===== src/rtl/event_feeder.sv =====
// Event front-end: synchronizes two raw event lines, detects rising edges and
// queues them in order, then issues one En/Slt strobe per cycle to the counter.
module event_feeder #(
  parameter int DEPTH       = 4,
  parameter int SYNC_STAGES = 2
) (
  input  logic                         Clk,
  input  logic                         Reset,
  input  logic                         Ev0,
  input  logic                         Ev1,
  input  logic                         Hold,
  output logic                         En,
  output logic                         Slt,
  output logic [$clog2(DEPTH+1)-1:0]   Pending,
  output logic                         Overflow
);

  localparam int AW = $clog2(DEPTH);
  localparam int PW = $clog2(DEPTH+1);
  localparam logic [PW:0] DEPTH_W = (PW+1)'(DEPTH);

  logic [SYNC_STAGES-1:0] r_sync0, r_sync1;
  logic                   r_hist0, r_hist1;
  logic [DEPTH-1:0]       r_mem;
  logic [AW-1:0]          r_wptr, r_rptr;
  logic [PW-1:0]          r_pending;
  logic                   r_en, r_slt, r_overflow;

  logic          w_e0, w_e1;
  logic          w_pop;
  logic [PW:0]   w_free;
  logic          w_acc0, w_acc1;
  logic [AW-1:0] w_wptr1;

  always_comb begin
    w_e0   = r_sync0[SYNC_STAGES-1] & ~r_hist0;
    w_e1   = r_sync1[SYNC_STAGES-1] & ~r_hist1;
    w_pop  = (r_pending != '0) && !Hold;
    // A same-cycle pop frees its slot for this cycle's pushes.
    w_free = DEPTH_W - {1'b0, r_pending} + {{PW{1'b0}}, w_pop};
    // Type 0 claims the first free slot; type 1 only gets one if a second is left.
    w_acc0  = w_e0 && (w_free != '0);
    w_acc1  = w_e1 && (w_free > {{PW{1'b0}}, w_acc0});
    w_wptr1 = r_wptr + AW'(w_acc0);
  end

  // NOTE: all sequential state uses non-blocking assignments so every flop
  // samples the pre-edge values, which the synchronizer chain depends on.
  always_ff @(posedge Clk) begin
    if (Reset) begin
      r_sync0    <= '0;
      r_sync1    <= '0;
      r_hist0    <= 1'b0;
      r_hist1    <= 1'b0;
      r_wptr     <= '0;
      r_rptr     <= '0;
      r_pending  <= '0;
      r_en       <= 1'b0;
      r_slt      <= 1'b0;
      r_overflow <= 1'b0;
    end else begin
      r_sync0 <= {r_sync0[SYNC_STAGES-2:0], Ev0};
      r_sync1 <= {r_sync1[SYNC_STAGES-2:0], Ev1};
      r_hist0 <= r_sync0[SYNC_STAGES-1];
      r_hist1 <= r_sync1[SYNC_STAGES-1];

      r_wptr    <= r_wptr + AW'(w_acc0) + AW'(w_acc1);
      r_pending <= r_pending + PW'(w_acc0) + PW'(w_acc1) - PW'(w_pop);

      if ((w_e0 && !w_acc0) || (w_e1 && !w_acc1))
        r_overflow <= 1'b1;

      r_en <= w_pop;
      if (w_pop) begin
        r_slt  <= r_mem[r_rptr];
        r_rptr <= r_rptr + AW'(1);
      end
    end
  end

  // NOTE: the FIFO storage has no reset; pointers and count define validity,
  // so stale entries are never read.
  always_ff @(posedge Clk) begin
    if (w_acc0) r_mem[r_wptr]  <= 1'b0;
    if (w_acc1) r_mem[w_wptr1] <= 1'b1;
  end

  assign En       = r_en;
  assign Slt      = r_slt;
  assign Pending  = r_pending;
  assign Overflow = r_overflow;

endmodule


===== config.mk =====
export PLATFORM = sky130hd
export DESIGN_NAME = event_feeder
export DESIGN_NICKNAME = d
export VERILOG_FILES = /design/src/rtl/event_feeder.sv
export SDC_FILE = /design/constraint.sdc
export NUM_CORES = 1
export LEC_CHECK = 0
export BUFFER_PORTS_ARGS = -buffer_cell sky130_fd_sc_hd__buf_2
export CAP_MARGIN = 20
export CORE_AREA = 2 2 43 45
export DETAILED_ROUTE_END_ITERATION = 7
export DIE_AREA = 0 0 45 47
export PLACE_DENSITY = 0.82
export SLEW_MARGIN = 15
export SYNTH_ARGS = -nofsm -noshare
export SYNTH_HDL_FRONTEND = slang
export SYNTH_SLANG_ARGS = --single-unit

===== constraint.sdc =====
create_clock -name Clk -period 10.8 [get_ports Clk]
set_input_delay 1.62 -clock Clk [delete_from_list [all_inputs] [get_ports Clk]]
set_output_delay 1.62 -clock Clk [all_outputs]
set_load 0.005 [all_outputs]

Word-level counts from Yosys, hierarchy flattened
Index checks and enable logic that the tools add are counted.
- bitwise operators: 7
- reductions and logical operators: 13
- $add $sub $neg: 8
- magnitude comparators: 6
- multiplexer cells: 8
- operators with widths (kind ; count):
    2-bit by 3-bit < comparator with 1-bit output, second input constant ; 3
    4-bit two-way mux ; 2
    1-bit logical AND ; 7
    3-bit by 1-bit adder with 3-bit output ; 2
    2-bit by 1-bit adder with 2-bit output ; 2
    4-bit by 1-bit adder with 4-bit output ; 1
    4-bit AND ; 1
    1-bit demux with 2-bit select ; 2
    2-bit by 1-bit greater-or-equal comparator with 1-bit output, second input constant ; 2
    4-bit by 1-bit greater-than comparator with 1-bit output ; 1
    4-bit NOT ; 1
    4-bit OR ; 1
    4-bit nonzero test ; 1
    3-bit by 3-bit subtractor with 4-bit output, first input constant ; 1
    1-bit zero test ; 3
    1-bit two-way mux ; 3
    3-bit nonzero test ; 1
    3-bit by 1-bit subtractor with 3-bit output ; 1
    2-bit by 1-bit adder with 2-bit output, second input constant ; 1
    1-bit AND ; 2
    1-bit binary-select mux with 2-bit select ; 1
    1-bit NOT ; 2
    1-bit logical OR ; 1
- register bits after elaboration: 20

Logic depth before layout (Yosys ltp)
Gate-level depths: netlist of run 1.
- word-level depth: 12
- depth in mapped cells: 18
- depth with buffers taken out: 18

Least setup slack after synthesis of run 1
Ideal clock, no wire load.
- path kind: input to register
- start point: in Hold
- end point: reg r_pending[1], in the netlist Pending[1]
- arrival: 4.704 ns
- slack: 5.983 ns
- path buffers: 0
- stages on the path: 16
- path through: nor2_1 inv_1 ha_1 inv_1 ha_1 nand4b_1 a211o_1 and2_4 ha_1 or2_2 a21oi_2 inv_1 fa_1 inv_1 fa_1 nor2b_1
- word-level cells in the longest chain between the ends: 9
- elaborated cells between the ends (all ways): 10
- those cells by class: 4 x add/sub; 1 x order compare; 5 x reduce/logical
- ends and longest elaborated chain (item ; line ; RTL):
    start: declaration ; 11 ; input logic Hold,
    1-bit zero test * ; 38 ; w_pop = (r_pending != '0) && !Hold;
    1-bit logical AND * ; 38 ;
    4-bit by 1-bit adder with 4-bit output ; 40 ; w_free = DEPTH_W - {1'b0, r_pending} + {{PW{1'b0}}, w_pop};
    4-bit nonzero test ; 42 ; w_acc0 = w_e0 && (w_free != '0);
    1-bit logical AND ; 42 ;
    4-bit by 1-bit greater-than comparator with 1-bit output ; 43 ; w_acc1 = w_e1 && (w_free > {{PW{1'b0}}, w_acc0});
    1-bit logical AND ; 43 ;
    3-bit by 1-bit adder with 3-bit output ; 68 ; r_pending <= r_pending + PW'(w_acc0) + PW'(w_acc1) - PW'(w_pop);
    3-bit by 1-bit subtractor with 3-bit output * ; 68 ;
    end signal: assignment ; 68 ;
    end: declaration ; 26 ; logic [PW-1:0] r_pending;
Every way passes the cells marked *; elsewhere a longest branch is shown, timed or not.
A chain may end at the register's enable or synchronous reset.

Worst setup path after layout of run 1
- start point: in Hold
- end point: reg r_pending[1], in the netlist Pending[1]
- word-level cells in the longest chain between the ends: 9
- elaborated cells between the ends (all ways): 10
- those cells by class: 4 x add/sub; 1 x order compare; 5 x reduce/logical
- ends and longest elaborated chain (item ; line ; RTL):
    1-bit zero test * ; 38 ;
    1-bit logical AND * ; 38 ;
    via w_pop ; 30 ; logic w_pop;
    4-bit by 1-bit adder with 4-bit output ; 40 ;
    4-bit nonzero test ; 42 ;
    1-bit logical AND ; 42 ;
    4-bit by 1-bit greater-than comparator with 1-bit output ; 43 ;
    1-bit logical AND ; 43 ;
    3-bit by 1-bit adder with 3-bit output ; 68 ;
    3-bit by 1-bit subtractor with 3-bit output * ; 68 ;
Mark *: on every way through the listed nets, which the timed path passes. The rest lies on a longest branch.

==> results.py, run 1 <==
metrics = {
    "status": {
        "outcome": "finished clean",
    },
    "floorplanning": {
        "die_area_mm2": 0.00212,
        "start_util": 0.548,
        "die_h_um": 47,
        "fp.coreArea_mm2": 0.00165,
        "die_w_um": 45,
        "core.rowCount": 15,
        "ios": 11,
    },
    "synth": {
        "synth_compound_area_frac": 0.0996,
        "synthMuxAreaShare": 0.0249,
        "synth_area_um2": 905,
        "ys_types": 26,
        "synth_top_family_by_area": "simple AND/OR/NAND/NOR gates",
        "syn_inst": 89,
        "synth_fa_ha_area_frac": 0.141,
        "synth.avg_cell_area_um2": 10.2,
        "ys_warn_count": 0,
        "synth_nets": 103,
        "ys_seq_elements": 20,
        "yosysSeqAreaShare": 0.443,
        "synth_xor_area_frac": 0.0484,
        "synthSimpleGateAreaFrac": 0.194,
    },
    "clock_tree": {
        "clock-root-buffer": "clkbuf_4",
        "clk_path_buf_depth": 2,
        "clock_sinks": 20,
        "cts_resized": 0,
        "cts_hold_buffers": 0,
        "clkTransAtPathRegs_ns": 0.10,
        "clk_latency_ns": 0.29,
        "cts_buffers": 3,
        "postCtsSetupBuffers": 0,
        "htree_levels": 1,
        "cts_tree": "yes",
    },
    "cells_and_area": {
        "nFillCells": 145,
        "num_antenna_cells": 0,
        "fin_area_um2": 995,
        "final_cells": 118,
        "seqCellArea_um2": 400,
        "area_growth_pct": 9.96,
        "fin_nets": 117,
        "drive_gt1_frac": 0.178,
        "multi_input_area_um2": 459,
    },
    "power_and_ir_drop": {
        "peakVddDrop_mv": 0.122,
        "powerDensity_mw_per_mm2": 231,
        "leakage_nw": 0.424,
    },
    "setup_path": {
        "arrival_ns": 5.11,
        "crit_fanout": 6,
        "critical_path_class": "input port to flop",
        "crit_path_end_kind": "flop",
        "worstPathRequired_ns": 10.98,
        "critPathLaunchType": "input port",
    },
    "routing": {
        "antenna_left": 0,
        "drt_wl_total_mm": 1.36,
        "drt-wirelength-per-cell_um": 11.6,
        "post_drt_via_cell_ratio": 5.40,
        "drt-pass1-iter-count": 4,
        "drc_errors": 0,
        "vias": 637,
        "drtIter0Drc": 9,
    },
    "place": {
        "dp_hpwl_mm": 1.05,
        "placedCellCount": 115,
        "port-buffer-count": 10,
        "gp_congestion": 0.810,
        "placed_cell_area_um2": 972,
    },
    "worst_hold_path": {
        "hp-class": "flop to flop",
    },
    "sta": {
        "period_needed_ns": 4.93,
        "skew_ns": 0.00250,
        "setup-violations-final": 0,
        "timing.fmax_mhz": 203,
        "rsz0062_at_grt": "no",
        "slew_headroom": 0.743,
        "tightest_slew_ns": 0.384,
        "maxSlewViolCount": 0,
        "fin_tns_setup_ns": 0,
        "timing.final.crit_share": 0.456,
        "hold_slack_ns": 0.445,
        "hold_viol": 0,
    },
    "global_route": {
        "grt_pass1_wl_mm": 2.44,
        "grt_max_degree": 17,
        "antenna_found_initial": 0,
        "grt_overflow": 0,
        "grt_pass1_vias": 590,
        "grt_usage": 0.159,
    },
    "run": {
        "drv_cap": 0,
    },
}
==> kinds of logic after synthesis <==
logic type,count (synthesis)
and+or+nand+nor,31
muxes,1
DFF,20
buffers and inverters,12
AOI/OAI and AO/OA,11
adders and majority gates,9
xor gates and xnor gates,5
==> where the power goes <==
group          total, mW  switching (mW)  internal, mW
clock network     0.0335          0.0205        0.0130
logic             0.0919          0.0444        0.0475
registers          0.104          0.0124        0.0916
==> area by class of cell <==
cell class | count | share of cell area
Clock buffer | 3 | 0.0226
Inverter | 11 | 0.0415
Multi-Input combinational cell | 57 | 0.462
Sequential cell | 20 | 0.403
Tap cell | 17 | 0.0214
Timing Repair Buffer | 10 | 0.0503
==> synthesized netlist by cell type <==
master	count	share of area
xnor2_1	4	0.039
nor2_1	10	0.041
o2bb2ai_1	1	0.0097
nand4b_1	3	0.029
o21ai_0	1	0.0055
and2_4	1	0.0097
dfxtp_1	20	0.44
a21oi_2	2	0.019
or2_1	1	0.0069
or2_2	1	0.0069
a211o_1	1	0.0097
a21oi_1	2	0.011
inv_1	11	0.046
nand2_1	1	0.0041
nor3_1	1	0.0055
clkbuf_1	1	0.0041
nand2b_1	1	0.0069
nand3_1	1	0.0055
nor2b_1	9	0.062
mux4_2	1	0.025
fa_1	2	0.044
ha_1	7	0.097
xor2_1	1	0.0097
nor3b_1	1	0.0083
a32o_1	4	0.044
nand4_1	1	0.0069
==> metal layers <==
| layer | part of all wire | wire [um] | track usage | vias up |
|---|---|---|---|---|
| li1 | - | - | - | 325 |
| met1 | 0.48 | 653 | 0.196 | 297 |
| met2 | 0.47 | 641 | 0.260 | 11 |
| met3 | 0.033 | 45 | 0.0231 | 4 |
| met4 | 0.017 | 23 | 0.106 | 0 |
| met5 | 0 | 0 | 0 | - |
==> sequential cells by signal, indices dropped and copies added (netlist names) <==
name	count
Slt	1
r_mem	4
r_hist1	1
En	1
r_hist0	1
r_sync0	2
r_rptr	2
r_sync1	2
Overflow	1
r_wptr	2
Pending	3
==> through the flow <==
stage / worst slack, ns / total power, mW / utilization
4_1_cts: 5.88 / 0.233 / 0.602
2_1_floorplan: 5.98 / 0.177 / -
3_5_place_dp: 5.56 / 0.199 / 0.589
6_report: 5.87 / 0.229 / 0.602
3_3_place_gp: 5.65 / 0.195 / 0.589
5_1_grt: 5.61 / 0.251 / 0.602
==> cells in the final DEF, fill, tap and decap left out <==
master / n
nor2b_1: 9
mux4_2: 1
inv_1: 11
fa_1: 2
or2_1: 1
nand4b_1: 3
ha_1: 7
xor2_1: 1
a32o_1: 4
nor2_1: 10
nand2_1: 1
or2_2: 1
dfxtp_1: 20
o2bb2ai_1: 1
nand2b_1: 1
a21oi_1: 2
nor3b_1: 1
and2_4: 1
buf_2: 10
nand4_1: 1
o21ai_0: 1
xnor2_1: 4
nor3_1: 1
a211o_1: 1
clkbuf_4: 3
a21oi_2: 2
nand3_1: 1
==> final timing paths <==
check              from  slack [ns]          to  depth (start not counted)
max reg2reg  Pending[2]        6.62  Pending[1]                         17
min          r_sync1[0]        0.44  r_sync1[1]                          1
min reg2reg  r_sync1[0]        0.44  r_sync1[1]                          1
max                Hold        5.87  Pending[1]                         17
==> worst max-delay path, stage by stage <==
cell and delay (ns):
buf_2 0.11, nor2_1 0.25, inv_1 0.10, ha_1 0.20
inv_1 0.05, ha_1 0.15, nand4b_1 0.15, a211o_1 0.35
and2_4 0.19, ha_1 0.28, or2_2 0.30, a21oi_2 0.28
inv_1 0.10, fa_1 0.36, inv_1 0.08, fa_1 0.40
nor2b_1 0.13
(Power assumes the default switching activity.)
==> run 2, diff against run 1 <==
Settings changed: CORE_AREA 2 2 43 45 to 2 2 44 46, DIE_AREA 0 0 45 47 to 0 0 46 48, PLACE_DENSITY 0.82 to 0.79.
Clock period 10.8 ns to 4.8 ns, I/O delays scaled along.
==> run 2 against run 1 <==
  * Count of clock-buffer cells in the layout unchanged
  * Wire length decreased by 1.7%
  * Worst hold slack improved by 0.0033 ns
  * First-iteration DRC count unchanged
  * Combinational power increased by 130%
  * Via count fell by 3.8%
  * Cell area unchanged
  * Global-route usage shrank 0.68 points
  * Total power grew 120%
  * Register-to-register slack lost 6.0 ns
  * Clock skew shrank 0.0011 ns
==> results.py, run 2 (same netlist as run 1, synthesis figures left out) <==
metrics = {
    "clock_tree": {
        "clk_latency_ns": 0.29,
        "cts_hold_buffers": 0,
        "cts_buffers": 3,
        "clock_sinks": 20,
        "cts_tree": "yes",
        "postCtsSetupBuffers": 0,
        "cts_resized": 0,
        "htree_levels": 1,
        "clk_path_buf_depth": 2,
        "clock-root-buffer": "clkbuf_4",
        "clkTransAtPathRegs_ns": 0.10,
    },
    "cells_and_area": {
        "area_growth_pct": 9.96,
        "largest_reg_flops": 4,
        "fin_nets": 117,
        "layout_common_cells": "dfxtp_1 (20), inv_1 (11), nor2_1 (10), buf_2 (10), nor2b_1 (9)",
        "num_antenna_cells": 0,
        "nFillCells": 152,
        "final_common_cell": "dfxtp_1",
        "drive_gt1_frac": 0.178,
        "largest_register": "r_mem",
    },
    "routing": {
        "antenna_left": 0,
        "post_drt_via_cell_ratio": 5.19,
        "drt_wl_total_mm": 1.34,
        "drc_errors": 0,
        "drt-wirelength-per-cell_um": 11.4,
        "vias": 613,
        "drt-pass1-iter-count": 4,
        "drtIter0Drc": 9,
    },
    "global_route": {
        "antenna_found_initial": 0,
        "busiest_layer": "met2",
        "grt_max_degree": 17,
        "grt_pass1_wl_mm": 2.35,
        "use_met3": 0.0340,
        "grt_pass1_vias": 573,
        "grt_overflow": 0,
        "globalRouteMet2Util": 0.253,
        "grt_use_met1": 0.182,
        "grt_usage": 0.152,
    },
    "power_and_ir_drop": {
        "powerDensity_mw_per_mm2": 517,
        "swShare": 0.334,
        "p_switching_uw": 172,
        "combPwrFrac": 0.402,
        "p_seq_frac": 0.453,
        "clkPwrFrac": 0.145,
        "power_uw": 515,
        "p_int_uw": 343,
        "peakVddDrop_mv": 0.278,
        "leakage_nw": 0.424,
    },
    "setup_path": {
        "arrival_ns": 4.33,
        "crit_path_end_kind": "flop",
        "slowest_stage": "fa_1",
        "crit_fanout": 6,
        "worstPathRequired_ns": 4.98,
        "slowest_delay_ns": 0.41,
        "cpMostUsedCell": "inv_1",
        "critPathLaunchType": "flop",
        "critical_path_class": "flop to flop",
        "crit_chain": "nor3_1 -> nor2_1 -> inv_1 -> ha_1 -> inv_1 -> ha_1 -> or2_1 -> a211o_1 -> and2_4 -> ha_1 -> or2_2 -> a21oi_2 -> inv_1 -> fa_1 -> inv_1 -> fa_1 -> nor2b_1",
    },
    "sta": {
        "period_needed_ns": 4.15,
        "skew_ns": 0.00143,
        "tightest_slew_ns": 0.367,
        "setup-violations-final": 0,
        "timing.final.crit_share": 0.865,
        "fin_tns_setup_ns": 0,
        "rsz0062_at_grt": "no",
        "timing.fmax_mhz": 241,
        "maxSlewViolCount": 0,
        "hold_viol": 0,
        "slew_headroom": 0.755,
    },
    "floorplanning": {
        "die_h_um": 48,
        "core.rowCount": 15,
        "fp.coreArea_mm2": 0.00169,
        "die_w_um": 46,
        "die_area_mm2": 0.00221,
        "start_util": 0.536,
        "ios": 11,
    },
    "run": {
        "drv_cap": 0,
    },
    "worst_hold_path": {
        "hp-class": "flop to flop",
    },
    "place": {
        "dp_hpwl_mm": 1.05,
        "port-buffer-count": 10,
        "gp_congestion": 0.805,
    },
    "status": {
        "outcome": "finished clean",
    },
}
-- run 2: cell counts in the layout (fill, tap and decap cells not counted) --
No cell type changed its count.
-- run 2: layout make-up --
cell class,count,area (um2),area share
flip-flops and latches,20,400,0.403
well taps,17,21.3,0.0214
clock buffers,3,22.5,0.0226
repair buffers,10,50.0,0.0503
inverters,11,41.3,0.0415
multi-input cells,57,459,0.462
-- run 2: stage by stage --
stage | worst slack [ns] | utilization | instances | cell area, um2 | hold WS [ns]
5_1_grt | 0.333 | 0.589 | 118 | 995 | 0.471
3_5_place_dp | 0.449 | 0.576 | 115 | 972 | 0.427
3_3_place_gp | 0.540 | 0.576 | 115 | 972 | 0.418
2_1_floorplan | 0.883 | - | 89 | 905 | 0.414
6_report | 0.649 | 0.589 | 118 | 995 | 0.448
4_1_cts | 0.601 | 0.589 | 118 | 995 | 0.452
-- run 2: power by group through the flow --
stage	clock network [mW]	registers, mW	logic [mW]
final	0.0744	0.233	0.207
after global routing	0.0837	0.239	0.240
after CTS	0.0777	0.234	0.210
after detailed placement	0	0.238	0.209
after global placement	0	0.235	0.201
after floorplan	0	0.233	0.164
-- run 2: worst paths after layout --
| kind | startpoint | to | slack [ns] | cells after the start |
|---|---|---|---|---|
| setup reg to reg | Pending[2] | Pending[1] | 0.65 | 17 |
| hold / removal | r_sync1[0] | r_sync1[1] | 0.45 | 1 |
| hold reg to reg | r_sync1[0] | r_sync1[1] | 0.45 | 1 |
| setup / recovery | Pending[2] | Pending[1] | 0.65 | 17 |
-- run 2: metal layers --
metal  wire length (um)  up-vias
li1                   -      323
met1                617      273
met2                642       13
met3                 54        4
met4                 26        0
met5                  0        -
-- run 2: worst max-delay path, delay by kind of cell, from the launching register on --
family / cells / cell delay, ns
adder cells (fa/ha/maj): 5 / 1.38
AND/OR/NAND/NOR: 6 / 1.35
AO/OA/AOI/OAI: 2 / 0.63
flip-flops: 1 / 0.36
buffers and inverters: 4 / 0.31
==> run 3, diff against run 2 <==
Settings changed: CORE_AREA 2 2 44 46 to 2 2 46 48, DIE_AREA 0 0 46 48 to 0 0 48 50, PLACE_DENSITY 0.79 to 0.76.
Clock period 4.8 ns to 3.3 ns, I/O delays scaled along.
==> run 3 against run 2 <==
  * The flow now finishes with violations (negative setup slack)
  * Critical path depth unchanged
  * Worst setup slack worse by 0.70 ns
  * Register-to-register slack worse by 0.70 ns
  * Global-route usage up 2.4 points
  * Non-clock buffer count up 17
  * Sequential share of layout area down 6.7 points
  * Sequential power up 48%
  * Fmax up 24%
  * Core utilization up 4.7 points
==> results.py, run 3 (same netlist as run 1, synthesis figures left out) <==
metrics = {
    "status": {
        "outcome": "finished, violations left",
        "failed_checks": "negative setup slack",
    },
    "routing": {
        "antenna_left": 0,
        "drt-pass1-iter-count": 2,
        "drc_errors": 0,
        "vias": 693,
        "drt_wl_total_mm": 1.61,
        "drtIter0Drc": 9,
        "drt-wirelength-per-cell_um": 11.0,
        "post_drt_via_cell_ratio": 4.75,
    },
    "global_route": {
        "grt_pass1_wl_mm": 3.02,
        "grt_usage": 0.176,
        "grt_overflow": 0,
        "antenna_found_initial": 0,
        "grt_max_degree": 17,
        "grt_pass1_vias": 769,
    },
    "worst_hold_path": {
        "hold_end": "r_sync1[0]",
        "worstHoldStart": "Ev1",
        "hp-class": "input port to flop",
        "whs_path_depth": 2,
    },
    "clock_tree": {
        "cts_hold_buffers": 0,
        "clock-root-buffer": "clkbuf_4",
        "cts_buffers": 3,
        "clk_latency_ns": 0.30,
        "cts_tree": "yes",
        "clk_path_buf_depth": 2,
        "clkTransAtPathRegs_ns": 0.11,
        "htree_levels": 1,
        "clock_sinks": 20,
    },
    "cells_and_area": {
        "fin_nets": 134,
        "drive_gt1_frac": 0.403,
        "largest_reg_flops": 4,
        "seqCellArea_um2": 405,
        "fin_area_mm2": 0.00121,
        "multi_input_area_um2": 526,
        "final_cells": 146,
        "layout_common_cells": "dfxtp_1 (18), buf_4 (17), buf_2 (10), nor2b_1 (9), nor2_1 (9)",
        "final_common_cell": "dfxtp_1",
        "largest_register": "r_mem",
        "nFillCells": 169,
        "area_growth_pct": 33.7,
        "num_antenna_cells": 0,
    },
    "run": {
        "drv_cap": 0,
    },
    "setup_path": {
        "arrival_ns": 3.55,
        "crit_path_end_kind": "flop",
        "critPathLaunchType": "flop",
        "reg2reg_from": "Pending[0]",
        "worstPathRequired_ns": 3.50,
        "r2r_end": "Pending[1]",
        "r2r_setup_slack_ns": -0.05,
        "ff2ff_path_depth": 17,
        "crit_fanout": 2,
        "critical_path_class": "flop to flop",
    },
    "sta": {
        "setup-violations-final": 1,
        "rsz0062_at_grt": "yes",
        "hold_viol": 0,
        "slew_headroom": 0.738,
        "hold_slack_ns": 0.398,
        "period_needed_ns": 3.35,
        "timing.final.crit_share": 1.02,
        "fin_ws_ns": -0.0497,
        "timing.fmax_mhz": 299,
        "tightest_slew_ns": 0.392,
        "maxSlewViolCount": 0,
        "skew_ns": 0.00973,
    },
    "floorplanning": {
        "die_h_um": 50,
        "core.rowCount": 16,
        "ios": 11,
        "die_w_um": 48,
        "die_area_mm2": 0.00240,
        "start_util": 0.476,
        "fp.coreArea_mm2": 0.00190,
    },
    "place": {
        "placed_cell_area_mm2": 0.00113,
        "gp_congestion": 0.745,
        "dp_hpwl_mm": 1.22,
        "placedCellCount": 138,
        "port-buffer-count": 10,
    },
    "power_and_ir_drop": {
        "powerDensity_mw_per_mm2": 784,
        "leakage_nw": 0.515,
        "peakVddDrop_mv": 0.437,
        "power_uw": 949,
    },
}
## run 3: cell count changes in the layout (fill, tap and decap cells not counted), sizes merged
cell / delta
buf: +17
clkbuf: +1
## run 3: area by class of cell
type                    count  area share
multi-input cells          57       0.434
well taps                  27      0.0279
inverters                  11      0.0341
clock buffers               4      0.0217
flip-flops and latches     20       0.335
repair buffers             27       0.147
## run 3: repair_timing
action	CTS	global route
setup buffers	4	0
pin swaps	6	2
gates resized for setup	5	1
endpoints found under the setup margin	2	2
## run 3: worst max path at each step
stage,cells past startpoint,end,slack (ns),startpoint
5_1_grt,17,Pending[1],-0.18,Pending[0]
2_1_floorplan,17,Pending[1],-0.18,Pending[0]
3_5_place_dp,17,Pending[1],-0.22,Hold
4_1_cts,17,Pending[1],-0.08,Pending[2]
6_report,17,Pending[1],-0.05,Pending[0]
3_3_place_gp,17,Pending[1],-0.15,Hold
## run 3: per-layer routing
| layer | vias to the layer above | wire [um] | GRT usage |
|---|---|---|---|
| li1 | 359 | - | - |
| met1 | 320 | 717 | 0.199 |
| met2 | 12 | 825 | 0.300 |
| met3 | 2 | 50 | 0.0440 |
| met4 | 0 | 21 | 0.0721 |
| met5 | - | 0 | 0 |
## run 3: report_power, final
| group | switching, mW | leakage, nW | internal [mW] | total, mW |
|---|---|---|---|---|
| registers | 0.0414 | 0.166 | 0.303 | 0.345 |
| logic | 0.202 | 0.335 | 0.282 | 0.485 |
| clock network | 0.0725 | 0.0150 | 0.0471 | 0.120 |
| total | 0.316 | 0.515 | 0.633 | 0.949 |
## run 3: worst max-delay path, cell delays in order, from the launching register on
cell     delay, ns
dfxtp_4       0.37
nor3_4        0.19
nor2_2        0.06
inv_2         0.08
ha_4          0.13
inv_2         0.04
ha_4          0.15
or2_4         0.24
a211o_1       0.27
and2_4        0.17
ha_4          0.21
or2_4         0.23
a21oi_4       0.13
inv_2         0.05
fa_2          0.33
inv_2         0.06
fa_1          0.39
nor2b_1       0.13
## run 3: metrics by stage
| step | setup TNS [ns] | setup slack, ns | util |
|---|---|---|---|
| floorplan | -0.178 | -0.178 | - |
| global placement | -0.146 | -0.146 | 0.594 |
| detailed placement | -0.274 | -0.221 | 0.594 |
| CTS | -0.0760 | -0.0760 | 0.635 |
| global route | -0.206 | -0.180 | 0.636 |
| finish | -0.0497 | -0.0497 | 0.636 |
